<file path="config.mk">
export PLATFORM = sky130hd
export DESIGN_NAME = lcd_frame_receiver_flat
export DESIGN_NICKNAME = d
export VERILOG_FILES = /design/src/rtl/lcd_frame_receiver_pkg.sv /design/src/rtl/lcd_frame_receiver_if.sv /design/src/rtl/lcd_frame_receiver_position.sv /design/src/rtl/lcd_frame_receiver.sv /design/src/flat_wrapper.sv
export SDC_FILE = /design/constraint.sdc
export NUM_CORES = 1
export LEC_CHECK = 0
export CORE_ASPECT_RATIO = 1.2
export CORE_MARGIN = 4
export CORE_UTILIZATION = 40
export CTS_BUF_LIST = sky130_fd_sc_hd__clkbuf_8
export DETAILED_ROUTE_END_ITERATION = 8
export GPL_TIMING_DRIVEN = 1
export SYNTH_ARGS = -nofsm -noshare
export SYNTH_HDL_FRONTEND = slang
export SYNTH_SLANG_ARGS = --single-unit
</file>
<file path="constraint.sdc">
create_clock -name i_clock -period 4.33 [get_ports i_clock]
set_input_delay 1.299 -clock i_clock [delete_from_list [all_inputs] [get_ports i_clock]]
set_output_delay 1.299 -clock i_clock [all_outputs]
set_load 0.01 [all_outputs]
</file>
<file path="src/rtl/lcd_frame_receiver_pkg.sv">
// Shared timing defaults, state encoding and error-bit positions for the LCD
// frame receiver; the driver side uses the same definitions.
package lcd_frame_receiver_pkg;

  localparam int unsigned DEF_DATA_WIDTH     = 32;
  localparam int unsigned DEF_LINES          = 1280;
  localparam int unsigned DEF_CLKS_PER_LINE  = 44;
  localparam int unsigned DEF_WORDS_PER_LINE = 40;
  localparam int unsigned DEF_UPDATE_CLKS    = 48;
  localparam int unsigned DEF_PORCH_CLKS     = 24;

  localparam int unsigned WORD_W = 6;
  localparam int unsigned LINE_W = 11;
  localparam int unsigned ERR_W  = 4;

  localparam int unsigned ERR_UPDATE   = 0;
  localparam int unsigned ERR_VALID    = 1;
  localparam int unsigned ERR_LENGTH   = 2;
  localparam int unsigned ERR_POLARITY = 3;

  typedef enum logic [1:0] {
    S_HUNT  = 2'd0,
    S_DATA  = 2'd1,
    S_PORCH = 2'd2
  } rxState_t;

  function automatic int unsigned frameClks(input int unsigned lines,
                                            input int unsigned clksPerLine,
                                            input int unsigned porchClks);
    return lines * clksPerLine + porchClks;
  endfunction

endpackage

</file>
<file path="src/rtl/lcd_frame_receiver_if.sv">
// LCD parallel pixel bus: driver is the master, panel/receiver is the slave.
interface lcd_frame_receiver_if
  import lcd_frame_receiver_pkg::*;
#(
  parameter int unsigned DATA_WIDTH = DEF_DATA_WIDTH
) ();

  logic [DATA_WIDTH-1:0] data;
  logic                  update;
  logic                  valid;
  logic                  invert;

  modport master (output data, output update, output valid, output invert);
  modport slave  (input  data, input  update, input  valid, input  invert);

endinterface

</file>
<file path="src/rtl/lcd_frame_receiver_position.sv">
// Word/line/frame-clock position tracker. Outputs describe the sample being
// taken this clock; a restart forces that sample to position zero.
module lcd_position_counter
  import lcd_frame_receiver_pkg::*;
#(
  parameter int unsigned LINES         = DEF_LINES,
  parameter int unsigned CLKS_PER_LINE = DEF_CLKS_PER_LINE,
  parameter int unsigned CLK_W         = 17
) (
  input  logic              clock,
  input  logic              nreset,
  input  logic              run,
  input  logic              restart,
  output logic [WORD_W-1:0] wordIndex,
  output logic [LINE_W-1:0] lineIndex,
  output logic [CLK_W-1:0]  frameClk,
  output logic [CLK_W-1:0]  rawClk,
  output logic              endOfLine,
  output logic              endOfData,
  output logic              inData
);

  localparam logic [CLK_W-1:0]  DATA_END  = CLK_W'(LINES * CLKS_PER_LINE);
  localparam logic [WORD_W-1:0] LAST_WORD = WORD_W'(CLKS_PER_LINE - 1);
  localparam logic [LINE_W-1:0] LAST_LINE = LINE_W'(LINES - 1);

  logic [WORD_W-1:0] wordReg;
  logic [LINE_W-1:0] lineReg;
  logic [CLK_W-1:0]  clkReg;

  always_comb begin
    wordIndex = restart ? '0 : wordReg;
    lineIndex = restart ? '0 : lineReg;
    frameClk  = restart ? '0 : clkReg;
    rawClk    = clkReg;
    inData    = frameClk < DATA_END;
    endOfLine = inData && (wordIndex == LAST_WORD);
    endOfData = endOfLine && (lineIndex == LAST_LINE);
  end

  // Word/line freeze at zero through the porch once the last line has ended.
  always_ff @(posedge clock or negedge nreset) begin
    if (!nreset) begin
      wordReg <= '0;
      lineReg <= '0;
      clkReg  <= '0;
    end else if (run) begin
      clkReg <= frameClk + 1'b1;
      if (inData) begin
        wordReg <= endOfLine ? '0 : wordIndex + 1'b1;
        if (endOfData)
          lineReg <= '0;
        else if (endOfLine)
          lineReg <= lineIndex + 1'b1;
        else
          lineReg <= lineIndex;
      end
    end
  end

endmodule

</file>
<file path="src/rtl/lcd_frame_receiver.sv">
// Panel-side receiver for the LCD pixel bus: locks to frame timing, re-emits
// valid pixel words with their position and flags protocol violations.
module lcd_frame_receiver
  import lcd_frame_receiver_pkg::*;
#(
  parameter int unsigned DATA_WIDTH     = DEF_DATA_WIDTH,
  parameter int unsigned LINES          = DEF_LINES,
  parameter int unsigned CLKS_PER_LINE  = DEF_CLKS_PER_LINE,
  parameter int unsigned WORDS_PER_LINE = DEF_WORDS_PER_LINE,
  parameter int unsigned UPDATE_CLKS    = DEF_UPDATE_CLKS,
  parameter int unsigned PORCH_CLKS     = DEF_PORCH_CLKS
) (
  input  logic                  i_clock,
  input  logic                  i_nreset,
  lcd_frame_receiver_if.slave   lcdBus,
  input  logic                  i_clearErrors,
  output logic [DATA_WIDTH-1:0] o_pixelData,
  output logic                  o_pixelValid,
  output logic [WORD_W-1:0]     o_wordIndex,
  output logic [LINE_W-1:0]     o_lineIndex,
  output logic                  o_frameStart,
  output logic                  o_frameDone,
  output logic                  o_frameNormal,
  output logic                  o_locked,
  output logic [ERR_W-1:0]      o_error,
  output logic [15:0]           o_frameCount
);

  localparam int unsigned FRAME_CLKS = frameClks(LINES, CLKS_PER_LINE, PORCH_CLKS);
  localparam int unsigned CLK_W      = $clog2(FRAME_CLKS + PORCH_CLKS + 2);
  localparam int unsigned UPD_W      = $clog2(UPDATE_CLKS + 2);
  localparam int unsigned VCNT_W     = $clog2(CLKS_PER_LINE + 1);

  localparam logic [CLK_W-1:0]  CLK_DONE    = CLK_W'(FRAME_CLKS - 1);
  localparam logic [CLK_W-1:0]  CLK_NEXT    = CLK_W'(FRAME_CLKS);
  localparam logic [CLK_W-1:0]  CLK_TIMEOUT = CLK_W'(FRAME_CLKS + PORCH_CLKS);
  localparam logic [UPD_W-1:0]  UPD_LEN     = UPD_W'(UPDATE_CLKS);
  localparam logic [VCNT_W-1:0] LINE_WORDS  = VCNT_W'(WORDS_PER_LINE);
  localparam logic [WORD_W-1:0] FIRST_IDLE  = WORD_W'(WORDS_PER_LINE);

  rxState_t state, stateNext;

  logic              updPrev;
  logic              updSeen;
  logic [UPD_W-1:0]  updLen;
  logic [VCNT_W-1:0] lineValid;
  logic [VCNT_W-1:0] lineValidNow;

  logic              rise;
  logic              fall;
  logic              active;
  logic              curNormal;
  logic              pixelValidNow;
  logic              frameDoneNow;
  logic [ERR_W-1:0]  newErr;

  logic [WORD_W-1:0] curWord;
  logic [LINE_W-1:0] curLine;
  logic [CLK_W-1:0]  curClk;
  logic [CLK_W-1:0]  rawClk;
  logic              endOfLine;
  logic              endOfData;
  logic              inData;

  lcd_position_counter #(
    .LINES         (LINES),
    .CLKS_PER_LINE (CLKS_PER_LINE),
    .CLK_W         (CLK_W)
  ) u_position (
    .clock     (i_clock),
    .nreset    (i_nreset),
    .run       (active),
    .restart   (rise),
    .wordIndex (curWord),
    .lineIndex (curLine),
    .frameClk  (curClk),
    .rawClk    (rawClk),
    .endOfLine (endOfLine),
    .endOfData (endOfData),
    .inData    (inData)
  );

  always_comb begin
    rise          = lcdBus.update & ~updPrev;
    fall          = ~lcdBus.update & updPrev;
    active        = (state != S_HUNT) | rise;
    curNormal     = rise ? lcdBus.invert : o_frameNormal;
    lineValidNow  = ((rise || curWord == '0) ? '0 : lineValid) + VCNT_W'(lcdBus.valid);
    pixelValidNow = lcdBus.valid & active & curNormal & inData;
  end

  always_comb begin
    stateNext    = state;
    newErr       = '0;
    frameDoneNow = 1'b0;

    unique case (state)
      S_HUNT: begin
        if (rise) stateNext = S_DATA;
      end
      S_DATA: begin
        if (rise) begin
          newErr[ERR_LENGTH] = 1'b1;
        end else if (endOfData) begin
          stateNext = S_PORCH;
        end
      end
      S_PORCH: begin
        if (rise) begin
          stateNext = S_DATA;
          if (rawClk != CLK_NEXT) newErr[ERR_LENGTH] = 1'b1;
        end else if (rawClk == CLK_TIMEOUT) begin
          stateNext          = S_HUNT;
          newErr[ERR_LENGTH] = 1'b1;
        end else if (rawClk == CLK_DONE) begin
          frameDoneNow = 1'b1;
        end
      end
      default: stateNext = S_HUNT;
    endcase

    // Polarity history is only meaningful while locked.
    if (rise && state != S_HUNT && lcdBus.invert == o_frameNormal)
      newErr[ERR_POLARITY] = 1'b1;

    if (fall && updSeen && updLen != UPD_LEN)
      newErr[ERR_UPDATE] = 1'b1;

    if (active && lcdBus.valid && (!inData || !curNormal || curWord >= FIRST_IDLE))
      newErr[ERR_VALID] = 1'b1;
    if (active && curNormal && endOfLine && lineValidNow != LINE_WORDS)
      newErr[ERR_VALID] = 1'b1;
  end

  always_ff @(posedge i_clock or negedge i_nreset) begin
    if (!i_nreset) begin
      state         <= S_HUNT;
      updPrev       <= 1'b0;
      updSeen       <= 1'b0;
      updLen        <= '0;
      lineValid     <= '0;
      o_pixelData   <= '0;
      o_pixelValid  <= 1'b0;
      o_wordIndex   <= '0;
      o_lineIndex   <= '0;
      o_frameStart  <= 1'b0;
      o_frameDone   <= 1'b0;
      o_frameNormal <= 1'b0;
      o_locked      <= 1'b0;
      o_error       <= '0;
      o_frameCount  <= '0;
    end else begin
      state   <= stateNext;
      updPrev <= lcdBus.update;
      updSeen <= updSeen | rise;

      if (rise)
        updLen <= UPD_W'(1);
      else if (lcdBus.update && updLen != '1)
        updLen <= updLen + 1'b1;

      if (active) lineValid <= lineValidNow;

      o_pixelValid <= pixelValidNow;
      if (pixelValidNow) o_pixelData <= lcdBus.data;
      o_wordIndex  <= active ? curWord : '0;
      o_lineIndex  <= active ? curLine : '0;
      o_frameStart <= rise;
      o_frameDone  <= frameDoneNow;
      if (rise) o_frameNormal <= lcdBus.invert;
      o_locked     <= (stateNext != S_HUNT);
      o_error      <= (i_clearErrors ? '0 : o_error) | newErr;
      if (frameDoneNow && o_frameNormal) o_frameCount <= o_frameCount + 1'b1;
    end
  end

endmodule
</file>
<file path="src/flat_wrapper.sv">
// flat-port wrapper written by rule: the top's interface ports become plain ports
module lcd_frame_receiver_flat import lcd_frame_receiver_pkg::*;
#(
  parameter int unsigned DATA_WIDTH     = DEF_DATA_WIDTH,
  parameter int unsigned LINES          = DEF_LINES,
  parameter int unsigned CLKS_PER_LINE  = DEF_CLKS_PER_LINE,
  parameter int unsigned WORDS_PER_LINE = DEF_WORDS_PER_LINE,
  parameter int unsigned UPDATE_CLKS    = DEF_UPDATE_CLKS,
  parameter int unsigned PORCH_CLKS     = DEF_PORCH_CLKS
)
  (i_clock, i_nreset, i_clearErrors, o_pixelData, o_pixelValid, o_wordIndex, o_lineIndex, o_frameStart, o_frameDone, o_frameNormal, o_locked, o_error, o_frameCount, lcdBus_data, lcdBus_update, lcdBus_valid, lcdBus_invert);
  lcd_frame_receiver_if #(.DATA_WIDTH(DATA_WIDTH)) lcdBus_i ();
  input  logic i_clock;
  input  logic i_nreset;
  input  logic i_clearErrors;
  output logic [DATA_WIDTH-1:0] o_pixelData;
  output logic o_pixelValid;
  output logic [WORD_W-1:0] o_wordIndex;
  output logic [LINE_W-1:0] o_lineIndex;
  output logic o_frameStart;
  output logic o_frameDone;
  output logic o_frameNormal;
  output logic o_locked;
  output logic [ERR_W-1:0] o_error;
  output logic [15:0] o_frameCount;
  input wire logic [$bits(lcdBus_i.data)-1:0] lcdBus_data;
  input wire logic [$bits(lcdBus_i.update)-1:0] lcdBus_update;
  input wire logic [$bits(lcdBus_i.valid)-1:0] lcdBus_valid;
  input wire logic [$bits(lcdBus_i.invert)-1:0] lcdBus_invert;
  assign lcdBus_i.data = lcdBus_data;
  assign lcdBus_i.update = lcdBus_update;
  assign lcdBus_i.valid = lcdBus_valid;
  assign lcdBus_i.invert = lcdBus_invert;
  lcd_frame_receiver #(.DATA_WIDTH(DATA_WIDTH), .LINES(LINES), .CLKS_PER_LINE(CLKS_PER_LINE), .WORDS_PER_LINE(WORDS_PER_LINE), .UPDATE_CLKS(UPDATE_CLKS), .PORCH_CLKS(PORCH_CLKS)) u_core (.i_clock(i_clock), .i_nreset(i_nreset), .lcdBus(lcdBus_i), .i_clearErrors(i_clearErrors), .o_pixelData(o_pixelData), .o_pixelValid(o_pixelValid), .o_wordIndex(o_wordIndex), .o_lineIndex(o_lineIndex), .o_frameStart(o_frameStart), .o_frameDone(o_frameDone), .o_frameNormal(o_frameNormal), .o_locked(o_locked), .o_error(o_error), .o_frameCount(o_frameCount));
endmodule
</file>
# After elaboration in Yosys (flattened, before gate mapping)
# Cells that the tools add are included.
# word_totals
register_bits	123
input_bits	38
output_inout_bits	74
# classes
addsub	6
magnitude_cmp	2
eq_ne	11
muxes	32
bitwise	10
reduce_logical	24
# op_table
cell	n
11-bit two-way mux	4
6-bit two-way mux	6
16-bit by 1-bit adder with 16-bit output (second input constant)	2
16-bit equality test (second input constant)	2
6-bit != test (second input constant)	3
16-bit less-than comparator (second input constant)	1
16-bit two-way mux	1
16-bit != test (second input constant)	1
1-bit logical AND	13
1-bit two-way mux	13
6-bit by 1-bit adder with 6-bit output (second input constant)	2
11-bit by 1-bit adder with 11-bit output (second input constant)	1
11-bit equality test (second input constant)	1
2-bit two-way mux	5
6-bit by 1-bit adder with 6-bit output	1
6-bit equality test (second input constant)	1
6-bit greater-or-equal comparator (second input constant)	1
6-bit zero test	1
2-bit one-hot mux with 3 select lines	1
2-bit nonzero test	3
1-bit AND	5
4-bit two-way mux	1
4-bit OR	1
1-bit logical OR	3
other kinds (9)	12

# Depth between registers and ports, before layout
# logic_depth
word_depth	11
ltp_mapped	15

# Modules after synthesis
# From an unflattened synthesis, not the netlist that was laid out.
# unflattened
cells_unflattened	561
hier_area_um2	5994.5
# modules_own_cells
mod	instances	cells_per_inst	area_each_um2	seq_area_each_um2
lcd_frame_receiver	1	321	3943.8	2252.2
lcd_position_counter	1	240	2050.7	825.8

# Worst setup path before layout
# Ideal clock, no wire load.
# synth_path
path_kind	input port to flip-flop
start	in lcdBus_update
end	reg u_core.o_error[1]
setup_time_ns	0.140
t_arrival_ns	3.957
t_required_ns	4.190
path_slack_ns	0.233
path_stages	14
path_buffers	3
cell_sequence	nand2b_1 -> buf_6 -> clkbuf_1 -> nand2_1 -> ha_1 -> a31oi_1 -> clkbuf_1 -> and2_1 -> ha_1 -> ha_1 -> nand2_1 -> or4b_2 -> a211oi_1 -> o221ai_1
# synth_between
elab_chain_cells	10
# synth_rtl
item	line_no	rtl
start: declaration	flat_wrapper.sv:27	input wire logic [$bits(lcdBus_i.update)-1:0] lcdBus_update;
1-bit AND *	lcd_frame_receiver.sv:84	rise = lcdBus.update & ~updPrev;
6-bit two-way mux / 16-bit two-way mux (equally long branches)	lcd_frame_receiver_position.sv:32, lcd_frame_receiver_position.sv:34	
6-bit zero test / 16-bit less-than comparator (equally long branches)	lcd_frame_receiver.sv:88, lcd_frame_receiver_position.sv:36	
1-bit logical OR / 1-bit zero test (equally long branches)	lcd_frame_receiver.sv:88, lcd_frame_receiver.sv:129	
6-bit two-way mux / 1-bit logical OR (equally long branches)	lcd_frame_receiver.sv:88, lcd_frame_receiver.sv:129	
6-bit by 1-bit adder with 6-bit output / 1-bit logical OR (equally long branches)	lcd_frame_receiver.sv:88, lcd_frame_receiver.sv:129	
6-bit != test / 1-bit logical AND (equally long branches)	lcd_frame_receiver.sv:131, lcd_frame_receiver.sv:129	
1-bit logical AND / 1-bit two-way mux (equally long branches)	lcd_frame_receiver.sv:131, lcd_frame_receiver.sv:129	
1-bit two-way mux *	lcd_frame_receiver.sv:131	if (active && curNormal && endOfLine && lineValidNow != LINE_WORDS)
4-bit OR *	lcd_frame_receiver.sv:172	o_error <= (i_clearErrors ? '0 : o_error) | newErr;
end signal: assignment	lcd_frame_receiver.sv:172	
end: declaration	lcd_frame_receiver.sv:25	output logic [ERR_W-1:0] o_error,
# Mark *: on every way between the ends. The rest lies on a longest branch, timed or not.
# A chain may end at the register's enable or synchronous reset.

# Worst setup path in the final report
# Same ends and word-level chain as after synthesis.

==> flow_metrics.py <==
metrics = {
    "power": {
        "p_sw_w": 0.000831,
        "p_int_w": 0.00234,
        "seq_power_share_pct": 44.3,
        "power_frac_comb_pct": 20.6,
        "power_density_nw_per_um2": 416,
        "pwr-share-clk_pct": 35.1,
        "switching_share_pct": 26.2,
        "p_leak_nw": 3.36,
        "power.total_w": 0.00317,
        "peakVddDrop_uv": 298,
    },
    "setup_path": {
        "worst_r2r_path_depth": 11,
        "required_ns": 4.63,
        "r2r-start": "u_core.updPrev",
        "crit_fanout": 3,
        "startpoint": "lcdBus_update",
        "cp_data_arrival_time_ns": 4.00,
        "crit_end": "u_core.o_error[1]",
        "worst-setup-path-type": "input pin to flip-flop",
        "ff2ff_setup_slack_ns": 1.52,
        "critPathCaptureType": "flip-flop",
        "cp-start-kind": "input pin",
        "r2r_end": "u_core.o_error[1]",
    },
    "timing": {
        "period_share_pct": 85.5,
        "drv_slew": 0,
        "fin_ws_ns": 0.629,
        "fin_setup_tns_ns": 0,
        "rsz0062_at_grt": "false",
        "fmax_ghz": 0.270,
        "hold_viol": 0,
        "period_minus_slack_ns": 3.70,
        "slew_headroom_pct": 23.7,
        "tightest_slew_ns": 1.13,
        "setup_viol": 0,
        "skew_ns": 0.0124,
        "whs_ns": 0.473,
    },
    "yosys": {
        "synth_edf_count": 0,
        "synth_common_cells": "123 x dfrtp_1, 47 x nand2_1, 39 x nor2_1",
        "synth.distinct_cells": 63,
        "ys_ff_latch": 123,
        "avgSynthCellArea_um2": 11.0,
        "synthTopCellsByArea": "dfrtp_1 53%, mux2_2 7.0%, xor2_1 3.8%",
        "yosysTopAreaCell": "dfrtp_1",
        "synth-async-reset-ratio_pct": 100,
        "syn_area_um2": 5830,
        "yosysWarnings": 0,
        "yosysSeqAreaShare_pct": 52.8,
        "synth_nets": 583,
        "synth_most_common_cell": "dfrtp_1",
        "netlist.area_leader.share_pct": 52.8,
        "syn-instance-count": 532,
        "synth_ff_type": "dfrtp_1",
    },
    "hold_path": {
        "worstHoldStart": "u_core.updSeen",
        "hp-class": "flip-flop to flip-flop",
    },
    "run_status": {
        "status": "complete, no violations",
    },
    "place": {
        "dpl_worst_slack_ns": 0.128,
        "hpwlAfterDp_um": 9480,
        "portBuffers": 111,
        "routabilityCongestion": 0.825,
    },
    "global_routing": {
        "grt_max_degree": 66,
        "antenna_found_initial": 0,
        "overflow": 0,
        "grt_usage_pct": 16.5,
        "grt_pass1_wl_um": 22000,
        "grt_pass1_vias": 4371,
    },
    "flow_run": {
        "maxCapViolCount": 0,
    },
    "floorplan": {
        "start_util_pct": 40.6,
        "core_um2": 14400,
        "dieHeight_um": 140,
        "die_w_um": 118,
        "ioPinCount": 112,
        "die_area_um2": 16600,
        "rows": 48,
    },
    "clock_tree": {
        "cts-root-buf": "clkbuf_8",
        "postCtsSetupBuffers": 0,
        "clock_path_buffers": 2,
        "cts.sinks": 123,
        "cts_made_buffers": 17,
        "cts-resized-gates": 0,
        "htree_levels": 4,
        "cts_tree": "built",
        "cts_hold_buffers": 0,
        "clock_latency_ns": 0.44,
        "clkTransAtPathRegs_ns": 0.07,
    },
    "final_layout": {
        "layout-drive-gt1-share_pct": 15.9,
        "fin_nets": 709,
        "num_antenna_cells": 0,
        "area_growth_pct": 30.8,
    },
    "routing": {
        "wl_per_cell_um": 15.6,
        "vias_per_cell": 5.24,
        "drc": 0,
        "antenna_left": 0,
        "num_vias": 4430,
        "drt_iter0_drc": 180,
        "first_pass_iters": 4,
        "wirelength_um": 13200,
    },
}
[metal layers]
layer	global-route usage, %	wire [um]	vias up
li1	-	-	2128
met4	6.23	165	0
met5	0	0	-
met1	20.7	5760	2157
met2	27.1	6500	134
met3	4.85	748	11
[state kept, by name, summed over array words and instances, names as in the netlist, 2 cells and up]
signal and cells:
u_core.o_error 4, u_core.o_lineIndex 11, u_core.u_position.wordReg 6, u_core.o_frameCount 16
u_core.state 2, u_core.o_pixelData 32, u_core.u_position.rawClk 16, u_core.o_wordIndex 6
u_core.lineValid 6, u_core.u_position.lineReg 11, u_core.updLen 6
[cells by family after synthesis]
| logic type | share of synthesized area (%) |
|---|---|
| muxes | 6.95 |
| and+or+nand+nor | 20.7 |
| xor gates and xnor gates | 5.56 |
| adders and majority gates | 2.79 |
| DFF | 52.8 |
| buffers and inverters | 3.43 |
| AOI/OAI and AO/OA | 7.75 |
[worst max-delay path, cell delays in order]
cell and delay [ns]:
clkdlybuf4s50_1 0.42, nand2b_1 0.19, nand2_1 0.13, ha_1 0.21, a31oi_1 0.19, and2_1 0.16, ha_1 0.15, ha_1 0.16
nand2_1 0.07, or4b_2 0.61, a211oi_1 0.24, o221ai_1 0.16
[cells in the final DEF, fill, tap and decap left out, types with 2 or more instances in the layout]
master / instances
xnor2_1: 12
nand4b_1: 3
o21ai_0: 13
nor3_1: 20
clkinvlp_4: 3
nand4_1: 20
or3_1: 5
nand3_1: 25
o31ai_1: 4
nand2_1: 47
dfrtp_1: 123
clkdlybuf4s50_1: 110
a32o_1: 4
o31a_1: 2
ha_1: 13
nor4b_2: 2
buf_4: 17
a41oi_1: 2
bufinv_16: 4
nor4_1: 3
a31oi_1: 9
and3_1: 5
nand2b_1: 4
a21oi_1: 16
and2_2: 2
and2_1: 22
mux2_2: 36
nor2_1: 39
clkbuf_8: 20
xor2_1: 25
o211ai_1: 2
clkinv_2: 3
or4_1: 2
inv_1: 22
[worst min-delay path by stage]
| stage | to | slack [ns] | depth (start not counted) |
|---|---|---|---|
| 2_1_floorplan | u_core.updSeen | 0.43 | 1 |
| 3_3_place_gp | u_core.o_frameCount[15] | 0.46 | 1 |
| 3_5_place_dp | u_core.updSeen | 0.46 | 1 |
| 4_1_cts | u_core.updSeen | 0.48 | 1 |
| 5_1_grt | u_core.updSeen | 0.50 | 1 |
| 6_report | u_core.updSeen | 0.47 | 1 |
[area by class of cell]
cell class / count / area, um^2
fill: 1297 / 6730
sequential: 123 / 3080
multi-input combinational: 366 / 2550
timing repair buffer: 128 / 1250
clock buffer: 20 / 275
tap: 175 / 219
clock inverter: 12 / 170
inverter: 22 / 82.6
[metrics by stage]
step | utilization [%] | area [um^2] | instances
floorplan | - | 5830 | 532
global placement | 50.0 | 7180 | 814
detailed placement | 50.0 | 7180 | 814
CTS | 53.1 | 7630 | 846
global route | 53.1 | 7630 | 846
finish | 53.1 | 7630 | 846
[power groups by stage]
stage | sequential [W] | clock [W] | combinational [W]
2_1_floorplan | 0.00146 | 0 | 0.000283
3_3_place_gp | 0.00142 | 0 | 0.000654
3_5_place_dp | 0.00143 | 0 | 0.000662
4_1_cts | 0.00141 | 0.00115 | 0.000665
5_1_grt | 0.00143 | 0.00120 | 0.000717
6_report | 0.00141 | 0.00111 | 0.000652
(Power assumes the default switching activity.)
